[src/rtl/mrelbp_hist_pkg.sv]
// Shared types and constants for the NI/RD histogram readout sequencer.
package mrelbp_hist_pkg;

  localparam int unsigned CNT_W = 24;

  typedef enum logic [2:0] {
    ST_IDLE    = 3'd0,
    ST_ISSUE   = 3'd1,
    ST_WAIT    = 3'd2,
    ST_SEND_NI = 3'd3,
    ST_SEND_RD = 3'd4,
    ST_CLEAR   = 3'd5,
    ST_DONE    = 3'd6
  } state_e;

  // Feature index spans NI and RD bins: one extra bit over the bin address.
  function automatic int unsigned feat_idx_w(input int unsigned width);
    return width + 1;
  endfunction

endpackage

[src/rtl/mrelbp_hist_readout.sv]
// Histogram readout sequencer: on a frame-done pulse, sweeps every bin of the
// NI and RD histogram RAMs (1-cycle read latency) and streams the counts as a
// 2*DEPTH-beat feature vector over valid/ready.
// Optional macro HIST_CLEAR_EN: zero each bin after it has been read out.
module mrelbp_hist_readout
  import mrelbp_hist_pkg::*;
#(
  parameter int unsigned WIDTH = 8,
  parameter int unsigned DEPTH = 256,
  parameter int unsigned CNT_W = mrelbp_hist_pkg::CNT_W
) (
  input  logic                         i_clk,
  input  logic                         i_rst,
  input  logic                         i_start,
  output logic                         o_busy,
  output logic [WIDTH-1:0]             o_addr,
  input  logic [CNT_W-1:0]             i_ni_count,
  input  logic [CNT_W-1:0]             i_rd_count,
  output logic                         o_clr_wren,
  output logic                         o_feat_valid,
  input  logic                         i_feat_ready,
  output logic [CNT_W-1:0]             o_feat_data,
  output logic [feat_idx_w(WIDTH)-1:0] o_feat_index,
  output logic                         o_feat_last,
  output logic                         o_done
);

  localparam int unsigned IDX_W = feat_idx_w(WIDTH);

  state_e             state_q, state_d;
  logic [WIDTH-1:0]   bin_q, bin_d;
  logic [CNT_W-1:0]   rd_cap_q, rd_cap_d;
  logic [CNT_W-1:0]   data_q, data_d;
  logic [IDX_W-1:0]   index_q, index_d;
  logic               last_q, last_d;
  logic               busy_q, valid_q, done_q;
  logic               last_bin;

  assign last_bin = (bin_q == WIDTH'(DEPTH - 1));

  // Next-state decode; output beat contents are prepared one cycle ahead so
  // every feature output comes straight from a register.
  always_comb begin
    state_d  = state_q;
    bin_d    = bin_q;
    rd_cap_d = rd_cap_q;
    data_d   = data_q;
    index_d  = index_q;
    last_d   = last_q;
    case (state_q)
      ST_IDLE: begin
        if (i_start) begin
          state_d = ST_ISSUE;
          bin_d   = '0;
        end
      end
      ST_ISSUE: state_d = ST_WAIT;
      ST_WAIT: begin
        // NI count goes straight into the output register; RD is held back.
        rd_cap_d = i_rd_count;
        data_d   = i_ni_count;
        index_d  = {bin_q, 1'b0};
        last_d   = 1'b0;
        state_d  = ST_SEND_NI;
      end
      ST_SEND_NI: begin
        if (i_feat_ready) begin
          data_d  = rd_cap_q;
          index_d = {bin_q, 1'b1};
          last_d  = last_bin;
          state_d = ST_SEND_RD;
        end
      end
      ST_SEND_RD: begin
        if (i_feat_ready) begin
          last_d = 1'b0;
`ifdef HIST_CLEAR_EN
          state_d = ST_CLEAR;
`else
          if (last_bin) begin
            state_d = ST_DONE;
          end else begin
            state_d = ST_ISSUE;
            bin_d   = bin_q + 1'b1;
          end
`endif
        end
      end
`ifdef HIST_CLEAR_EN
      ST_CLEAR: begin
        if (last_bin) begin
          state_d = ST_DONE;
        end else begin
          state_d = ST_ISSUE;
          bin_d   = bin_q + 1'b1;
        end
      end
`endif
      ST_DONE: begin
        state_d = ST_IDLE;
        bin_d   = '0;
      end
      default: state_d = ST_IDLE;
    endcase
  end

  // State, datapath and registered status outputs.
  always_ff @(posedge i_clk) begin
    if (i_rst) begin
      state_q  <= ST_IDLE;
      bin_q    <= '0;
      rd_cap_q <= '0;
      data_q   <= '0;
      index_q  <= '0;
      last_q   <= 1'b0;
      busy_q   <= 1'b0;
      valid_q  <= 1'b0;
      done_q   <= 1'b0;
    end else begin
      state_q  <= state_d;
      bin_q    <= bin_d;
      rd_cap_q <= rd_cap_d;
      data_q   <= data_d;
      index_q  <= index_d;
      last_q   <= last_d;
      busy_q   <= (state_d != ST_IDLE);
      valid_q  <= (state_d == ST_SEND_NI) || (state_d == ST_SEND_RD);
      done_q   <= (state_d == ST_DONE);
    end
  end

`ifdef HIST_CLEAR_EN
  logic clr_q;

  // Clear strobe for the bin just read out; write data is implicitly zero.
  always_ff @(posedge i_clk) begin
    if (i_rst) clr_q <= 1'b0;
    else       clr_q <= (state_d == ST_CLEAR);
  end

  assign o_clr_wren = clr_q;
`else
  assign o_clr_wren = 1'b0;
`endif

  assign o_busy       = busy_q;
  assign o_addr       = bin_q;
  assign o_feat_valid = valid_q;
  assign o_feat_data  = data_q;
  assign o_feat_index = index_q;
  assign o_feat_last  = last_q;
  assign o_done       = done_q;

endmodule

[config.mk]
export PLATFORM = sky130hd
export DESIGN_NAME = mrelbp_hist_readout
export DESIGN_NICKNAME = d
export VERILOG_FILES = /design/src/rtl/mrelbp_hist_pkg.sv /design/src/rtl/mrelbp_hist_readout.sv
export SDC_FILE = /design/constraint.sdc
export NUM_CORES = 1
export LEC_CHECK = 0
export ABC_AREA = 1
export CAP_MARGIN = 20
export CORE_ASPECT_RATIO = 1.25
export CORE_MARGIN = 10
export CORE_UTILIZATION = 43
export CTS_BUF_LIST = sky130_fd_sc_hd__clkbuf_8
export CTS_CLUSTER_SIZE = 20
export DETAILED_ROUTE_END_ITERATION = 6
export PLACE_DENSITY = 0.9
export SYNTH_ARGS = -nofsm -noshare
export SYNTH_HDL_FRONTEND = slang
export SYNTH_SLANG_ARGS = --single-unit
export TNS_END_PERCENT = 100
[constraint.sdc]
create_clock -name i_clk -period 1.4 [get_ports i_clk]
set_input_delay 0.21 -clock i_clk [delete_from_list [all_inputs] [get_ports i_clk]]
set_output_delay 0.21 -clock i_clk [all_outputs]
set_load 0.005 [all_outputs]
=== After elaboration in Yosys (flattened, before gate mapping) ===
Cells that the tools add are included.

* Register bits: 72
* Input bits: 52
* Word-level logic and storage cells: 48

* Add/sub/neg operators: 1
* Equal/unequal tests: 13
* Muxes and demuxes: 16
* Reductions and logical operators: 9

{| class="wikitable"
|+ Operator list
! kind !! count
|-
| $pmux W24 S2 || 1
|-
| $mux W24 || 1
|-
| $mux W8 || 3
|-
| $pmux W8 S3 || 1
|-
| $pmux W9 S2 || 1
|-
| $pmux W3 S5 || 1
|-
| $eq A3 B3 Y1 const B || 4
|-
| $mux W3 || 4
|-
| $eq A3 B2 Y1 const B || 3
|-
| $mux W9 || 1
|-
| $reduce_bool A3 Y1 || 3
|-
| $add A8 B1 Y8 const B || 1
|-
| $eq A8 B8 Y1 const B || 1
|-
| $ne A2 B2 Y1 const B || 4
|-
| $reduce_and A4 Y1 || 1
|-
| $eq A3 B1 Y1 const B || 1
|-
| $logic_not A3 Y1 || 1
|-
| $pmux W1 S3 || 1
|-
| $reduce_and A3 Y1 || 1
|-
| $mux W1 || 2
|-
| $reduce_and A2 Y1 || 1
|-
| $reduce_bool A2 Y1 || 1
|-
| $logic_or A1 B1 Y1 || 1
|}

=== Depth between registers and ports, before layout ===
* Depth in word-level cells: 6
* Depth in mapped cells: 11
* Gate-level depth less buffers: 11

=== Least setup slack after synthesis ===
OpenSTA, ideal clock, no wires.

* Path kind: reg2reg
* From: register bin_q[0] (netlist: o_addr[0])
* To: register bin_q[6] (netlist: o_addr[6])
* Setup time: 0.132 ns
* Arrival time: 1.317 ns
* Data required time: 1.268 ns
* Slack: -0.049 ns
* Cell stages (with the launch flop): 11
* Clock period less this slack: 1.449 ns
* Path through: dfxtp_1 ha_1 nand2_1 nor2_2 nand2_1 nand2_1 nand2_1 nand2_2 inv_2 nand2_1 a21oi_1

* Cells in the longest elaborated chain, start to end: 4

{| class="wikitable"
|+ RTL lines
! what !! RTL line !! text
|-
| from (decl) || mrelbp_hist_readout.sv:31 || <nowiki>logic [WIDTH-1:0] bin_q, bin_d;</nowiki>
|-
| from (signal assigned) || mrelbp_hist_readout.sv:121 || <nowiki>bin_q <= bin_d;</nowiki>
|-
| $add A8 B1 Y8 || mrelbp_hist_readout.sv:84 || <nowiki>bin_d = bin_q + 1'b1;</nowiki>
|-
| $mux W8 || mrelbp_hist_readout.sv:80 || <nowiki>if (last_bin) begin</nowiki>
|-
| $mux W8 || mrelbp_hist_readout.sv:75 || <nowiki>if (i_feat_ready) begin</nowiki>
|-
| $pmux W8 S3 || mrelbp_hist_readout.sv:50 || <nowiki>case (state_q)</nowiki>
|}

Parallel ways exist; a longest one is shown, timed or not. The select of a mux whose other input is x is not followed.
A chain may end at the register's enable or synchronous reset.

=== Worst setup path after layout ===
* From: register bin_q[1] (netlist: o_addr[1])
* To: register bin_q[5] (netlist: o_addr[5])

Same word-level chain as after synthesis.

==> results.sh <==
export IMPL_clk_pin_slew_worst_paths_ns=0.08
export IMPL_crit_required_ns=1.67
export IMPL_synth_cell_area_um2=3050
export IMPL_r2r_slack_ns=-0.003
export IMPL_final_min_clock_period_ns=1.40
export IMPL_final_cell_area_um2=4640
export IMPL_vdd_drop_max_v=0.000733
export IMPL_htreeDepth=3
export IMPL_rsz0062_at_grt="yes"
export IMPL_grt_pass1_vias=3042
export IMPL_synth_xor_area_share_pct=0.574
export IMPL_cts_buffers=9
export IMPL_num_rows=34
export IMPL_drv_slew=0
export IMPL_path_max_fanout=6
export IMPL_syn_nets=469
export IMPL_synthTopCellsByCount="nand2_1 (97), dfxtp_1 (72), nor2_1 (65)"
export IMPL_end_kind="flop"
export IMPL_cp_cell_sequence="ha_4 > nand2_4 > nor2_4 > nand2_2 > nand2_2 > nand2_2 > nand2_4 > buf_12 > nand2_1 > a21oi_1"
export IMPL_ys_types=27
export IMPL_grt_pass1_wl_mm=14.2
export IMPL_min_to="o_feat_data[8]$_SDFFE_PP0P_"
export IMPL_fin_ws_ns=-0.00308
export IMPL_whs_path_depth=3
export IMPL_track_usage_pct=16.2
export IMPL_worst_path_max_delay_cell="dfxtp_2"
export IMPL_die_h_um=114
export IMPL_total_power_uw=5430
export IMPL_fp_coreArea_um2=6930
export IMPL_tritoncts="built"
export IMPL_fp_dieW_um=95.3
export IMPL_drv_cap=0
export IMPL_synthArstFlopShare_pct=0
export IMPL_ys_warn_count=0
export IMPL_drive_gt1_share_pct=16.9
export IMPL_critPathKind="reg -> reg"
export IMPL_nets=580
export IMPL_yosys_area_share_adder_pct=0.410
export IMPL_synth_flop_cell="dfxtp_1"
export IMPL_synth_most_common_cell="nand2_1"
export IMPL_final_setup_viol_count=1
export IMPL_synth_cells=416
export IMPL_cp_top_family="simple AND/OR/NAND/NOR gates"
export IMPL_ctsLongestPathBuffers=2
export IMPL_r2r_end="o_addr[5]$_SDFFE_PP0P_"
export IMPL_synth_top_family_by_area="simple AND/OR/NAND/NOR gates"
export IMPL_synthToLayoutAreaGrowth_pct=52.3
export IMPL_grt_max_degree=41
export IMPL_synth_largest_area_cell="dfxtp_1"
export IMPL_synth_edff_count=0
export IMPL_reg2reg_from="o_addr[1]$_SDFFE_PP0P_"
export IMPL_cpMostUsedCell="nand2_2"
export IMPL_ctsHoldBuffers=0
export IMPL_synth_top_area_share_pct=47.3
export IMPL_hp_start="i_ni_count[8]"
export IMPL_critPathArrivalTime_ns=1.67
export IMPL_drt_total_wl_mm=9.45
export IMPL_status="complete, but fails checks"
export IMPL_max_stage_delay_ns=0.35
export IMPL_synth_compound_area_share_pct=17.6
export IMPL_final_hold_viol_count=0
export IMPL_fmax_mhz=713
export IMPL_cts_num_sinks=72
export IMPL_drt_initial_drc_count=220
export IMPL_clk_insertion_delay_late_ns=0.34
export IMPL_overflow=0
export IMPL_synth_avg_cell_area_um2=7.33
export IMPL_violations="negative setup slack"
export IMPL_synth_seq_cells=72
export IMPL_placed_area_um2=4260
export IMPL_fin_crit_sh_pct=100
export IMPL_synthMuxAreaShare_pct=0
export IMPL_viasPerCell=5.01
export IMPL_min_path_type="in -> reg"
export IMPL_critPathLaunchType="flop"
export IMPL_rr_worst_depth=10
export IMPL_initial_utilization_pct=44.0
export IMPL_drc=0
export IMPL_dieArea_um2=10900
export IMPL_synthTopCellsByArea="dfxtp_1 (47%), nand2_1 (12%), nor2_1 (8.0%)"
export IMPL_port_buffers=96
export IMPL_synthSimpleGateAreaFrac_pct=24.7
export IMPL_dpl_hpwl_mm=6.76
export IMPL_wire_per_inst_um=15.2
export IMPL_first_pass_iters=6
export IMPL_antenna_found_initial=1
export IMPL_seq_area_frac_synth_pct=47.3
export IMPL_gp_congestion=0.872
export IMPL_pwr_density_cell_nw_per_um2=1170
export IMPL_p_leak_uw=0.00217
export IMPL_finalClockSkew_ns=0.00890
export IMPL_vias=3119
export IMPL_ios=98
export IMPL_crit_buf_inv=1
export IMPL_postRouteAntennaNets=0
export IMPL_cts_root_buf="clkbuf_8"
==> state kept, by name, indices dropped and copies added, names as in the netlist <==
signal,count
o_feat_data,24
rd_cap_q,24
o_feat_index,9
o_addr,8
state_q,3
o_busy,1
o_done,1
o_feat_last,1
o_feat_valid,1
==> worst max path at each step <==
stage / from / end / slack, ns / cells past startpoint
3_5_place_dp: i_feat_ready / o_busy$_SDFF_PP0_ / -0.21 / 8
2_1_floorplan: o_addr[0]$_SDFFE_PP0P_ / o_addr[6]$_SDFFE_PP0P_ / 0.01 / 10
4_1_cts: state_q[0]$_SDFF_PP0_ / o_feat_data[10]$_SDFFE_PP0P_ / 0.0004 / 6
6_report: o_addr[1]$_SDFFE_PP0P_ / o_addr[5]$_SDFFE_PP0P_ / -0.003 / 10
3_3_place_gp: i_feat_ready / o_busy$_SDFF_PP0_ / -0.12 / 8
5_1_grt: o_addr[1]$_SDFFE_PP0P_ / o_feat_valid$_SDFF_PP0_ / -0.09 / 12
==> kinds of logic after synthesis <==
| family | after synthesis |
|---|---|
| simple gates | 181 |
| compound gates | 101 |
| flops | 72 |
| buf+inv | 58 |
| xor+xnor | 2 |
| fa+ha+maj | 1 |
| other cells | 1 |
==> where the power goes <==
part / switching (uW) / internal [uW] / total (uW)
sequential: 135 / 2290 / 2420
combinational: 582 / 621 / 1200
clock: 768 / 1040 / 1810
total: 1490 / 3950 / 5430
==> through the flow <==
step	setup WS, ns	hold WS [ns]	instances	TNS [ns]	utilization (%)
global placement	-0.116	0.434	602	-2.53	61.4
CTS	0.000354	0.434	618	0	64.4
global route	-0.0906	0.449	623	-0.707	67.0
floorplan	0.00958	0.373	416	0	-
finish	-0.00308	0.448	623	-0.00308	67.0
detailed placement	-0.215	0.453	602	-4.76	61.4
==> layout make-up <==
cell class / instances / area [um^2]
diodes: 1 / 2.50
clock buffers: 10 / 138
clock inverters: 6 / 83.8
fillers: 552 / 2290
inverters: 28 / 110
multi-input cells: 286 / 1420
flip-flops and latches: 72 / 1460
well taps: 90 / 113
repair buffers: 130 / 1320
==> worst min-delay path, cell delays in order <==
cell and delay, ns:
clkdlybuf4s50_1 0.40, nand2_1 0.07, a31oi_1 0.07
==> what timing repair did <==
item,4_1_cts,5_1_grt
gates cloned,0,2
pin swaps,5,6
setup endpoints to repair,51,66
setup buffers,0,2
resized for setup,51,34
==> cells in the final DEF (no fill, tap or decap), drive strengths merged, types with 7 or more instances in the layout <==
cell type and count:
o21ai 58, a21oi 18, nand3 7, a31oi 24
dfxtp 72, buf 32, clkdlybuf4s50 52, nand2 102
clkbuf 12, nor2 67, inv 29, dlygate4sd2 38
==> metal layers <==
metal / vias to the layer above / routed length, um / global-route usage, %
met5: - / 0 / 0
met1: 1432 / 3510 / 16.9
met2: 97 / 5110 / 29.2
met3: 23 / 492 / 2.82
li1: 1567 / - / -
met4: 0 / 344 / 9.50
Note: power is estimated with default switching activity, not from simulation.
